--- src/rtl/seq_shifter.sv ---
`timescale 1ns/1ps
// Purpose : bit-serial 16-bit shifter (pass / LSL / LSR / ASR), one bit per clock.
// Latency : shift_amt+1 edges from the accepting edge to done (1 edge for amt=0 or pass).
// Backpressure: none; start is only honoured in IDLE and is silently dropped while busy.
//
// Ports:
//   clk        rising-edge clock for all state
//   rst_n      asynchronous active-low reset
//   start      request strobe, accepted only in IDLE
//   shift_in   16-bit operand, captured on the accepting edge
//   shift_op   00 pass, 01 logical left, 10 logical right, 11 arithmetic right
//   shift_amt  bit positions to shift (0-15), captured on the accepting edge
//   busy       high whenever the FSM is not in IDLE
//   done       one-cycle pulse: shift_out holds a new result
//   shift_out  registered result, held until the next result
module seq_shifter (
  input  logic        clk,
  input  logic        rst_n,
  input  logic        start,
  input  logic [15:0] shift_in,
  input  logic [1:0]  shift_op,
  input  logic [3:0]  shift_amt,
  output logic        busy,
  output logic        done,
  output logic [15:0] shift_out
);

  localparam logic [1:0] OP_PASS = 2'b00;
  localparam logic [1:0] OP_LSL  = 2'b01;
  localparam logic [1:0] OP_LSR  = 2'b10;
  localparam logic [1:0] OP_ASR  = 2'b11;

  typedef enum logic [1:0] {
    IDLE  = 2'b00,
    SHIFT = 2'b01,
    DONE  = 2'b10
  } state_t;

  state_t      state;
  logic [15:0] work;
  logic [1:0]  op;
  logic [3:0]  cnt;
  logic [15:0] work_next;

  // One-bit step of the captured operation.
  function automatic logic [15:0] shift_one(input logic [15:0] v, input logic [1:0] o);
    logic [15:0] r;
    r = v;
    case (o)
      OP_LSL:  r = {v[14:0], 1'b0};
      OP_LSR:  r = {1'b0, v[15:1]};
      OP_ASR:  r = {v[15], v[15:1]};
      default: r = v;
    endcase
    return r;
  endfunction

  assign work_next = shift_one(work, op);

  // busy and done are registered alongside the state so they track it exactly.
  always_ff @(posedge clk or negedge rst_n) begin
    if (!rst_n) begin
      state     <= IDLE;
      work      <= 16'h0000;
      op        <= OP_PASS;
      cnt       <= 4'd0;
      shift_out <= 16'h0000;
      busy      <= 1'b0;
      done      <= 1'b0;
    end else begin
      case (state)
        IDLE: begin
          done <= 1'b0;
          if (start) begin
            work <= shift_in;
            op   <= shift_op;
            cnt  <= shift_amt;
            busy <= 1'b1;
            // Nothing to shift: publish the operand straight away.
            if (shift_amt == 4'd0 || shift_op == OP_PASS) begin
              state     <= DONE;
              shift_out <= shift_in;
              done      <= 1'b1;
            end else begin
              state <= SHIFT;
            end
          end else begin
            busy <= 1'b0;
          end
        end

        SHIFT: begin
          work <= work_next;
          cnt  <= cnt - 4'd1;
          // cnt==1 means this edge performs the last shift.
          if (cnt == 4'd1) begin
            state     <= DONE;
            shift_out <= work_next;
            done      <= 1'b1;
          end
        end

        DONE: begin
          state <= IDLE;
          busy  <= 1'b0;
          done  <= 1'b0;
        end

        default: begin
          state <= IDLE;
          busy  <= 1'b0;
          done  <= 1'b0;
        end
      endcase
    end
  end

endmodule

--- config.mk ---
export PLATFORM = sky130hd
export DESIGN_NAME = seq_shifter
export DESIGN_NICKNAME = d
export VERILOG_FILES = /design/src/rtl/seq_shifter.sv
export SDC_FILE = /design/constraint.sdc
export NUM_CORES = 1
export LEC_CHECK = 0
export CAP_MARGIN = 30
export CORE_UTILIZATION = 57
export DETAILED_ROUTE_END_ITERATION = 8
export DONT_BUFFER_PORTS = 1
export GPL_ROUTABILITY_DRIVEN = 0
export PLACE_DENSITY = 0.74
export SLEW_MARGIN = 20
export SYNTH_ARGS = -nofsm -noshare
export SYNTH_HDL_FRONTEND = slang
export SYNTH_SLANG_ARGS = --single-unit
--- constraint.sdc ---
create_clock -name clk -period 1.6 [get_ports clk]
set_input_delay 0.24 -clock clk [delete_from_list [all_inputs] [get_ports clk]]
set_output_delay 0.24 -clock clk [all_outputs]
set_load 0.05 [all_outputs]
==> results of run 1 <==
layout by cell type (no fill, tap or decap), types with 3 or more instances in the layout:
cell      Yosys  final
o21ai_0      10     10
nand2_1      29     29
nor2_1       18     18
buf_4         5      8
o21ai_1      12     12
a211oi_1      4      4
buf_12        2      4
clkbuf_8      0      6
nor3_1       12     12
mux2_4        7      7
mux2_2       13     13
a21oi_1      11     11
inv_1         4      4
a21o_1       10     10
nor2b_1       5      4
mux2i_1       3      3
a221oi_2     11     11
dfrtp_1      42     42
metrics by stage:
stage | utilization | setup TNS [ns] | hold slack [ns] | cell area [um2]
4_1_cts | 0.641 | 0 | 0.0510 | 2560
5_1_grt | 0.644 | -0.00475 | 0.0662 | 2580
3_3_place_gp | 0.608 | -2.62 | -0.0542 | 2430
3_5_place_dp | 0.610 | 0 | -0.0542 | 2440
6_report | 0.644 | 0 | 0.0581 | 2580
2_1_floorplan | - | 0 | -0.0556 | 2370
cells in the mapped netlist (all sizes together):
master | instances | share of area
nor2 | 19 | 0.031
and2b | 1 | 0.0042
o211ai | 1 | 0.0032
a21o | 10 | 0.032
a21oi | 11 | 0.023
a221oi | 11 | 0.070
mux2i | 3 | 0.013
o21ai | 25 | 0.061
nor3 | 12 | 0.025
inv | 4 | 0.0063
dfrtp | 42 | 0.44
or2 | 1 | 0.0026
or3b | 1 | 0.0048
nor2b | 5 | 0.013
buf | 14 | 0.050
mux2 | 20 | 0.11
nor4 | 1 | 0.0090
a31oi | 1 | 0.0026
a211oi | 4 | 0.013
o31ai | 1 | 0.0032
nand3 | 2 | 0.0042
xor2 | 1 | 0.0037
nand2 | 30 | 0.051
a31o | 1 | 0.0037
nand2b | 1 | 0.0058
nor3b | 1 | 0.0053
ha | 2 | 0.011
what timing repair did:
| action | 4_1_cts | 5_1_grt |
|---|---|---|
| endpoints found under the hold margin | 42 | 0 |
| setup endpoints to repair | 0 | 15 |
| resized for setup | 0 | 2 |
| hold buffers | 2 | 0 |
worst max-delay path by stage:
stage,end,start,slack (ns),cells past startpoint
after CTS,shift_out[6]$_DFFE_PN0P_,op[1]$_DFFE_PN0P_,0.03,5
final,work[10]$_DFFE_PN0P_,state[0]$_DFFE_PN0P_,0.05,3
after floorplan,shift_out[1]$_DFFE_PN0P_,cnt[1]$_DFFE_PN0P_,0.07,6
after global routing,shift_out[6]$_DFFE_PN0P_,op[0]$_DFFE_PN0P_,-0.004,5
after global placement,shift_out[6]$_DFFE_PN0P_,op[1]$_DFFE_PN0P_,-0.16,4
after detailed placement,shift_out[2]$_DFFE_PN0P_,op[1]$_DFFE_PN0P_,0.04,5
per-layer routing:
layer | routed length [um] | GRT usage | up-vias
li1 | - | - | 824
met1 | 2260 | 0.312 | 851
met2 | 2380 | 0.404 | 51
met3 | 239 | 0.0411 | 5
met4 | 47 | 0.0957 | 0
met5 | 0 | 0 | -
registers in the layout, summed over array words and instances (netlist names):
signal	count
done	1
work	16
shift_out	16
op	2
busy	1
state	2
cnt	4
critical path, delay by kind of cell (launching register included):
| kind | cells | cell delay (ns) |
|---|---|---|
| DFF | 1 | 0.46 |
| muxes | 1 | 0.36 |
| and+or+nand+nor | 2 | 0.61 |
cell type report:
type,instances,area (um2),share of cell area
clock inverter,1,5.00,0.00194
timing repair buffer,14,161,0.0627
sequential,42,1050,0.408
inverter,4,15.0,0.00583
tap,50,62.6,0.0243
multi-input combinational,166,1190,0.464
clock buffer,7,86.3,0.0335
kinds of logic (layout without fill, tap and decap cells):
logic type | count (synthesis) | in the layout | synth area share
buffers and inverters | 18 | 26 | 0.0565
AND/OR/NAND/NOR | 74 | 75 | 0.156
multiplexers | 23 | 23 | 0.119
flip-flops | 42 | 42 | 0.444
XOR/XNOR | 1 | 1 | 0.00370
AO/OA/AOI/OAI | 65 | 65 | 0.211
adder cells (fa/ha/maj) | 2 | 2 | 0.0106
==> flow_summary.ini, run 1 <==
[cts]
clockBufferDepth = 2
htree_levels = 2
cts_tree = yes
clkLatencyLatePin_ns = 0.30
cts.sinks = 42
clkTransAtPathRegs_ns = 0.07
cts_setup_buffers = 0
cts-buffers-inserted = 5
clockRootBuffer = clkbuf_8

[floorplan]
die_w_um = 66.5
io_pins = 43
coreArea_um2 = 4000
placementRows = 23
die_area_um2 = 4420
start_util = 0.592
dieHeight_um = 66.5

[layout]
drive_above_1_share = 0.274
areaGrowthSynthToFinish_pct = 8.71
finalNetCount = 260
antenna_cells = 0
final_cells = 284
fillers = 329

[worst_setup_path]
r2r-end = work[10]$_DFFE_PN0P_
critical_path_class = flop to flop
reg2reg_from = state[0]$_DFFE_PN0P_
ff2ff_path_depth = 3
end_kind = flop
worstPathArrival_ns = 1.73
path_cells = or3b_4 -> nand2_4 -> mux2_2
reg2reg_slack_ns = 0.05
path_max_fanout = 15
slowest_delay_ns = 0.46
crit_required_ns = 1.78
cpMaxStageDelayCell = dfrtp_1
crit_path_start_kind = flop

[timing]
drv_slew = 0
rsz0062_at_grt = true
finalWorstSetupSlack_ns = 0.0491
timing.fmax_mhz = 645
min_period_ns = 1.55
timing.final.crit_share = 0.969
tightest_slew_ns = 0.495
slew_headroom = 0.670
skew_ns = 0.00852
finalSetupViolCount = 0
finalHoldViolCount = 0

[grt]
grt_pass1_vias = 1701
overflow = 0
antenna_found_initial = 0
grt_pass1_wl_um = 7900
track_usage = 0.242
grt_max_degree = 43

[route]
drcViolationCount = 0
wl_per_cell_um = 17.3
first_iter_violations = 122
drt-total-wl_um = 4920
dr_total_vias = 1731
via_per_inst = 6.10
ant_nets = 0
drt_first_pass_iters = 4

[logic_synthesis]
yosysSeqAreaShare = 0.444
yosysUniqueCellTypes = 36
ys_ff_latch = 42
synthesis.nets = 252
synthesis.area_um2 = 2370
yosys_warnings = 0
synth_area_per_cell_um2 = 10.5
synthCells = 225

[worst_hold_path]
hold_depth = 2
hold-path-endpoint = op[0]$_DFFE_PN0P_
min_from = shift_op[0]
hold_class = input pin to flop

[place]
io_buffers = 0
dpl.hpwl_um = 3270
place_ws_ns = 0.0411
place_inst = 273

[run_status]
status = completed

[job]
max_cap_viol_count = 0
Power of run 1 is left out: the tool's default activity adds up to more than one toggle a clock period on the data nets, which glitch-free logic cannot reach.
==> inputs of run 2 (changes only) <==
--- a/config.mk
+++ b/config.mk
@@ -6,12 +6,13 @@
 export NUM_CORES = 1
 export LEC_CHECK = 0
 export CAP_MARGIN = 30
+export CORE_MARGIN = 2
 export CORE_UTILIZATION = 57
 export DETAILED_ROUTE_END_ITERATION = 8
 export DONT_BUFFER_PORTS = 1
 export GPL_ROUTABILITY_DRIVEN = 0
 export PLACE_DENSITY = 0.74
-export SLEW_MARGIN = 20
+export SLEW_MARGIN = 15
 export SYNTH_ARGS = -nofsm -noshare
 export SYNTH_HDL_FRONTEND = slang
 export SYNTH_SLANG_ARGS = --single-unit
==> run 2 against run 1 <==
  * Register-to-register slack worse by 0.02 ns
  * Non-clock buffer count increased by 3
  * Sequential share of layout area down 1.5 points
  * Critical endpoint is now shift_out[2]$_DFFE_PN0P_
  * Highest routed layer unchanged
==> flow_summary.ini, run 2 (same netlist as run 1, synthesis figures left out) <==
[run_status]
status = completed

[worst_hold_path]
hold-path-endpoint = op[1]$_DFFE_PN0P_
min_from = shift_op[1]
hold_depth = 2
hold_class = input pin to flop

[layout]
final_common_cell = dfrtp_1
final_cell_mix = dfrtp_1 (42), nand2_1 (28), nor2_1 (16)
antenna_cells = 0
fillers = 305
drive_above_1_share = 0.298
multi_input_area_um2 = 1270
areaGrowthSynthToFinish_pct = 12.9
reg.largest.list = shift_out: 16 flops, work: 16 flops, cnt: 4 flops
final_cells = 285
finalNetCount = 262
register_area_um2 = 1050

[route]
drt_first_pass_iters = 4
wl_per_cell_um = 18.2
drcViolationCount = 0
drt-total-wl_um = 5190
dr_total_vias = 1738
ant_nets = 0
first_iter_violations = 112
via_per_inst = 6.10

[worst_setup_path]
end_kind = flop
reg2reg_from = cnt[1]$_DFFE_PN0P_
crit_path_start_kind = flop
reg2reg_slack_ns = 0.02
crit_required_ns = 1.78
r2r-end = shift_out[2]$_DFFE_PN0P_
critical_path_class = flop to flop
path_max_fanout = 8
worstPathArrival_ns = 1.76
ff2ff_path_depth = 6

[floorplan]
dieHeight_um = 68.5
die_area_um2 = 4690
placementRows = 23
start_util = 0.592
io_pins = 43
coreArea_um2 = 4000
die_w_um = 68.5

[timing]
slew_headroom = 0.671
finalSetupViolCount = 0
skew_ns = 0.00812
min_period_ns = 1.58
tightest_slew_ns = 0.494
timing.final.crit_share = 0.985
finalHoldViolCount = 0
drv_slew = 0
timing.fmax_mhz = 635

[place]
dpl.hpwl_um = 3310
io_buffers = 0
place_inst = 271

[grt]
grt_pass1_vias = 1694
grt-busiest-layer = met2
use_met1 = 0.309
met3_usage = 0.0477
antenna_found_initial = 0
track_usage = 0.234
grt_pass1_wl_um = 8010
grt_max_degree = 43
overflow = 0
met2_usage = 0.376

[cts]
clockBufferDepth = 2
cts.sinks = 42
clockRootBuffer = clkbuf_8
cts_tree = yes
cts-buffers-inserted = 5
clkLatencyLatePin_ns = 0.30
clkTransAtPathRegs_ns = 0.08
htree_levels = 2

[job]
max_cap_viol_count = 0
## run 2: cell count changes in the layout (fill, tap and decap cells not counted), moves of 2 or more
cell / change
a221oi_4: +4
a221oi_2: -4
nor2_2: +2
o21ai_1: +2
nor2_1: -2
o21ai_0: -2
## run 2: worst max-delay path, stage by stage, from the launching register on
cell and delay, ns:
dfrtp_1 0.39, inv_2 0.09, ha_4 0.15, nand2_4 0.06, o21ai_4 0.26, clkbuf_16 0.22, mux2_4 0.30
## run 2: worst max path at each step
stage                                 to               start  depth (start not counted)
3_5_place_dp    shift_out[7]$_DFFE_PN0P_   op[1]$_DFFE_PN0P_                          6
5_1_grt         shift_out[2]$_DFFE_PN0P_  cnt[1]$_DFFE_PN0P_                          6
4_1_cts        shift_out[10]$_DFFE_PN0P_  cnt[1]$_DFFE_PN0P_                          6
6_report        shift_out[2]$_DFFE_PN0P_  cnt[1]$_DFFE_PN0P_                          6
3_3_place_gp    shift_out[6]$_DFFE_PN0P_   op[1]$_DFFE_PN0P_                          4
2_1_floorplan   shift_out[1]$_DFFE_PN0P_  cnt[1]$_DFFE_PN0P_                          6
## run 2: timing repair
action                                  CTS  global route
resized for setup                         1            16
hold endpoints to repair                 42             0
setup buffers                             0             4
gates cloned                              0             1
pin swaps                                 0             1
hold buffers                              2             0
endpoints found under the setup margin    2            20
## run 2: metrics by stage
step           hold WS, ns   TNS, ns   util  setup WS (ns)  cell area [um2]
2_1_floorplan      -0.0556         0      -         0.0736             2370
3_3_place_gp       -0.0541     -2.30  0.605         -0.141             2420
3_5_place_dp       -0.0542  -0.00151  0.607       -0.00151             2430
4_1_cts             0.0613  -0.00367  0.634       -0.00367             2530
5_1_grt             0.0570    -0.312  0.669        -0.0386             2680
6_report            0.0676         0  0.669         0.0242             2680
## run 2: final cells by class
cell class,instances,area share
Sequential cell,42,0.393
Clock buffer,7,0.0285
Tap cell,50,0.0234
Inverter,4,0.00561
Timing Repair Buffer,17,0.0767
Multi-Input combinational cell,165,0.473
## run 2: per-layer routing
metal	routed length, um	share of wire	vias up
li1	-	-	828
met1	2350	0.45	859
met2	2530	0.49	46
met3	257	0.049	5
met4	57	0.011	0
met5	0	0	-
Power of run 2 is left out for the same reason.
